<file path="src/rtl/fir_requant.sv">
// Requantizer behind the symmetric FIR: round-half-up, arithmetic shift and saturate to OUT_WIDTH.
// Buffers samples in a small FWFT FIFO and keeps sticky saturation and overflow status.
module fir_requant #(
    parameter int IN_WIDTH   = 27,
    parameter int OUT_WIDTH  = 12,
    parameter int SHIFT      = 11,
    parameter int FIFO_DEPTH = 4,
    parameter int CNT_WIDTH  = 8
) (
    input  logic                 clk,
    input  logic                 rst,
    input  logic [IN_WIDTH-1:0]  din,
    input  logic                 din_vld,
    output logic [OUT_WIDTH-1:0] dout,
    output logic                 dout_vld,
    input  logic                 dout_rdy,
    input  logic                 clr_stat,
    output logic                 sat_flag,
    output logic                 ovf_flag,
    output logic [CNT_WIDTH-1:0] sat_cnt
);

    localparam int AW = (FIFO_DEPTH > 1) ? $clog2(FIFO_DEPTH) : 1;
    localparam int RW = IN_WIDTH + 1;

    localparam logic signed [RW-1:0]  ROUND   = RW'(2 ** (SHIFT - 1));
    localparam logic signed [RW-1:0]  SAT_HI  = RW'(2 ** (OUT_WIDTH - 1) - 1);
    localparam logic signed [RW-1:0]  SAT_LO  = RW'(-(2 ** (OUT_WIDTH - 1)));
    localparam logic [OUT_WIDTH-1:0]  OUT_MAX = {1'b0, {(OUT_WIDTH-1){1'b1}}};
    localparam logic [OUT_WIDTH-1:0]  OUT_MIN = {1'b1, {(OUT_WIDTH-1){1'b0}}};
    localparam logic [AW:0]           FULL_CNT = (AW+1)'(FIFO_DEPTH);

    logic signed [RW-1:0]  r1;
    logic signed [RW-1:0]  t;
    logic                  v1;
    logic [OUT_WIDTH-1:0]  s2;
    logic [OUT_WIDTH-1:0]  s2_next;
    logic                  v2;
    logic                  clip;
    logic                  sat2;

    logic [OUT_WIDTH-1:0]  mem [FIFO_DEPTH];
    logic [AW-1:0]         wr_ptr;
    logic [AW-1:0]         rd_ptr;
    logic [AW:0]           count;
    logic                  full;
    logic                  empty;
    logic                  push;
    logic                  pop;
    logic                  drop;

    // The extra MSB keeps the rounding add from wrapping at the positive input limit.
    assign t = r1 >>> SHIFT;

    // NOTE: defaults first so every path assigns both outputs and no latch is inferred.
    always_comb begin
        s2_next = t[OUT_WIDTH-1:0];
        clip    = 1'b0;
        if (t > SAT_HI) begin
            s2_next = OUT_MAX;
            clip    = 1'b1;
        end else if (t < SAT_LO) begin
            s2_next = OUT_MIN;
            clip    = 1'b1;
        end
    end

    assign sat2 = v1 & clip;

    // NOTE: non-blocking assignments in clocked blocks so every register sees pre-edge values.
    always_ff @(posedge clk) begin
        if (rst) begin
            r1 <= '0;
            v1 <= 1'b0;
            s2 <= '0;
            v2 <= 1'b0;
        end else begin
            v1 <= din_vld;
            if (din_vld) begin
                r1 <= {din[IN_WIDTH-1], din} + ROUND;
            end
            v2 <= v1;
            s2 <= s2_next;
        end
    end

    assign empty = (count == '0);
    assign full  = (count == FULL_CNT);
    assign pop   = ~empty & dout_rdy;
    // A full FIFO still accepts a push when the head leaves in the same cycle.
    assign push  = v2 & (~full | pop);
    assign drop  = v2 & full & ~pop;

    always_ff @(posedge clk) begin
        if (rst) begin
            wr_ptr <= '0;
            rd_ptr <= '0;
            count  <= '0;
        end else begin
            if (push) begin
                wr_ptr <= wr_ptr + AW'(1);
            end
            if (pop) begin
                rd_ptr <= rd_ptr + AW'(1);
            end
            case ({push, pop})
                2'b10:   count <= count + (AW+1)'(1);
                2'b01:   count <= count - (AW+1)'(1);
                default: count <= count;
            endcase
        end
    end

    // NOTE: storage has no reset; entries are only observable while count says they are valid.
    always_ff @(posedge clk) begin
        if (push) begin
            mem[wr_ptr] <= s2;
        end
    end

    assign dout_vld = ~empty;
    assign dout     = empty ? '0 : mem[rd_ptr];

    // An event in the same cycle as clr_stat wins, leaving the flag set and the count at one.
    always_ff @(posedge clk) begin
        if (rst) begin
            sat_flag <= 1'b0;
            sat_cnt  <= '0;
            ovf_flag <= 1'b0;
        end else begin
            if (sat2) begin
                sat_flag <= 1'b1;
                if (clr_stat) begin
                    sat_cnt <= CNT_WIDTH'(1);
                end else if (~&sat_cnt) begin
                    sat_cnt <= sat_cnt + CNT_WIDTH'(1);
                end
            end else if (clr_stat) begin
                sat_flag <= 1'b0;
                sat_cnt  <= '0;
            end

            if (drop) begin
                ovf_flag <= 1'b1;
            end else if (clr_stat) begin
                ovf_flag <= 1'b0;
            end
        end
    end

endmodule

</file>
<file path="config.mk">
export PLATFORM = sky130hd
export DESIGN_NAME = fir_requant
export DESIGN_NICKNAME = d
export VERILOG_FILES = /design/src/rtl/fir_requant.sv
export SDC_FILE = /design/constraint.sdc
export NUM_CORES = 1
export LEC_CHECK = 0
export CORE_MARGIN = 3
export CORE_UTILIZATION = 36
export DETAILED_ROUTE_END_ITERATION = 8
export GPL_ROUTABILITY_DRIVEN = 0
export MAX_ROUTING_LAYER = met4
export PLACE_DENSITY = 0.54
export SETUP_SLACK_MARGIN = 0.15
export SYNTH_ARGS = -nofsm -noshare
export SYNTH_HDL_FRONTEND = slang
export SYNTH_SLANG_ARGS = --single-unit
</file>
<file path="constraint.sdc">
create_clock -name clk -period 3.7 [get_ports clk]
set_clock_uncertainty 0.1 [all_clocks]
set_input_delay 0.74 -clock clk [delete_from_list [all_inputs] [get_ports clk]]
set_output_delay 0.74 -clock clk [all_outputs]
set_load 0.02 [all_outputs]
</file>
==> summary.txt <==
CTS
  • Clock Path Buffers: 2
  • CTS tree: done
  • H-Tree Depth: 3
  • Post-CTS sizing: 0
  • Clock Sinks: 98
  • Clk_lat worst skew: 0.36 ns
  • CTS Hold Bufs: 0
  • Clock buffer count from CTS: 9
  • Post CTS Setup Buffer Count: 0
  • Clock Pin Slew Worst Setup and Hold Paths: 0.10 ns
  • Clk Tree Root Cell: clkbuf_8

Global routing
  • Largest net degree at the start of global routing: 33
  • Total gr overflow: 0
  • Number of global-route vias before repair: between 2,000 and 3,000
  • First-pass GRT wire length: 12.61 mm
  • GRT Util Overall: around an eighth
  • Initial antenna violation count: 0

Logic synthesis
  • Post-Syn Nets: approximately 360
  • Register area share after synthesis: between 60% and 70%
  • #FFs+latches synth: slightly below 100
  • Top FF cell, synth: dfxtp_1
  • Adder-Cell Fraction of Synth Area: 2.666%
  • Mapped Area: a little over 0.004 sq mm
  • Yosys Warn Count: 0
  • Unique cell type count in the Yosys netlist: 40
  • Mux cell area share after synthesis: ~7%
  • Synth Area in Compound Gates: 8.215%
  • Post-synthesis cell count: 322
  • Synth Area in XOR/XNOR: 4.340%
  • Fraction of registers with async set/reset: 0%
  • Combinational family with the most area after synthesis: simple AND/OR/NAND/NOR gates
  • Post-synth EDFFs: 48
  • Syn Area/Cell: 12.54 sq um
  • Synth Area in Simple Gates: 14.41%

Critical path
  • R2R depth: 9
  • CP startpoint kind: flip-flop
  • CP Cell Sequence: buf_4 > mux4_2 > and2_1 > clkdlybuf4s50_1
  • Crit Path Class: flip-flop to output pin
  • Crit path max fanout: 12
  • Endpoint type of the worst setup path: output pin
  • CP max-delay cell: mux4_2
  • WP data required: 2.86 ns
  • Worst path max stage delay: 0.55 ns
  • WP data arrival: 2.18 ns

Final layout
  • Most frequent cells in the layout: dfxtp_1 (50), edfxtp_1 (48), clkdlybuf4s50_1 (44)
  • Post-Route Utilization: between 40% and 50%
  • Antenna diodes: 0
  • Layout cells sized above 1: slightly below 10%
  • Commonest non-fill, non-tap cell in the layout: dfxtp_1
  • Area growth syn-to-layout: 18.69%
  • Layout Cells excl Fill: just over 500
  • # nets final: 403

Floorplanning
  • Chip Height: 111.9 microns
  • IO Count: 55
  • Initial Utilization: around 37%
  • Core Area: around 0.011 sq mm
  • Rows: 38
  • Die area: 0.01252 sq mm
  • Chip Width: ~110 microns

Detailed routing
  • Drt drc: 0
  • DRT iter0 DRCs: approximately 110
  • Antenna-violating nets left: 0
  • Total vias in the final route: 2,511
  • Routed vias/inst: 4.943
  • Wire per inst: 14.01 microns
  • Total Wirelength: 7.119 mm
  • Pre-Repair DR Iteration Count: 4

Placed design
  • HPWL after detailed placement: 4.842 mm
  • Placed cells: 492
  • Worst Setup Slack post-DPL: 0.4361 ns
  • Port Buffer Count: 44

Timing
  • RSZ-0062 raised after global routing: no
  • Final min period: 3.023 ns
  • Setup Total Neg Slack: 0 ns
  • Final period utilization: 81.70%
  • Fmax: 330.8 MHz
  • Final Slew Violations: 0
  • Setup Viol. Count Final: 0
  • Final WS setup: 0.6773 ns
  • Tightest Pin Transition: 0.8144 ns
  • Final Hold Vio Count: 0
  • WHS: 0.3717 ns
  • Slew HR: 45.71%

Run
  • Max-cap violation count: 0

Pwr
  • Power Dens Cells: about 510 mW/mm^2
  • Leak: 0.001606 uW
  • Worst IR Drop VDD: 215.7 uV

Outcome
  • Outcome: completed

Worst hold path
  • Hold depth: 1
  • Worst hold path class: flip-flop to flip-flop
-- per-stage QoR --
| step | cell area, sq um | power [uW] |
|---|---|---|
| global route | 4791 | 2575 |
| CTS | 4791 | 2467 |
| detailed placement | 4601 | 1801 |
| global placement | 4601 | 1789 |
| finish | 4791 | 2428 |
| floorplan | 4036 | 1591 |
-- worst paths after layout --
path                   from       end  slack (ns)
hold / removal       r1[13]     s2[2]        0.37
setup reg to reg   count[0]  count[2]        1.27
setup / recovery  flip-flop   dout[2]        0.68
hold reg to reg      r1[13]     s2[2]        0.37
-- state kept, by name, summed over array words and instances, names as in the netlist, named ones only --
signal,cells
s2,12
count,3
v2,1
wr_ptr,2
sat_cnt,8
v1,1
rd_ptr,2
sat_flag,1
mem,48
ovf_flag,1
r1,17
-- cell usage after synthesis, types with 5 or more instances --
library cell	number	area (sq um)
nand2_1	6	22.52
xor2_1	14	122.6
o21a_1	11	82.58
nand4_1	6	37.54
nand3_1	15	75.07
dfxtp_1	50	1001
mux4_2	12	270.3
nor2_1	33	123.9
ha_1	7	87.58
a21oi_1	12	60.06
clkbuf_1	12	45.04
nor2b_1	5	31.28
edfxtp_1	48	1441
and2_1	17	106.4
and3_1	7	43.79
inv_1	9	33.78
xnor2_1	6	52.55
a211oi_1	15	112.6
-- where the power goes --
part	internal, uW	leakage, uW	switching (uW)
Combinational	264	0.000656	257
Clock	264	0.0000986	401
Sequential	1200	0.000851	42.6
-- metal layers --
layer  vias up  GRT usage [%]  share of wire [%]
li1       1259              -                  -
met1      1181          16.61                 48
met2        56          19.74                 46
met3        15          2.500                3.8
met4         0          4.947                1.8
met5         -              -                  0
-- cells by family (layout without fill, tap and decap cells) --
logic type	after synthesis	in the layout
adders and majority gates	8	8
AOI/OAI and AO/OA	49	49
DFF	98	98
xor gates and xnor gates	20	20
muxes	14	14
and+or+nand+nor	107	107
buffers and inverters	26	72
-- worst max-delay path, delay by kind of cell (launching register included) --
family	cells	cell delay (ns)
and+or+nand+nor	1	0.17
DFF	1	0.32
muxes	1	0.55
buffers and inverters	2	0.78
-- layout make-up --
type / count / area, sq um
Inverter: 9 / 33.78
Clock inverter: 7 / 66.31
Clock buffer: 9 / 123.9
Sequential cell: 98 / 2442
Timing Repair Buffer: 47 / 462.9
Tap cell: 140 / 175.2
Fill cell: 1048 / 6097
Multi-Input combinational cell: 198 / 1486
Power figures use the tool's default switching activity.
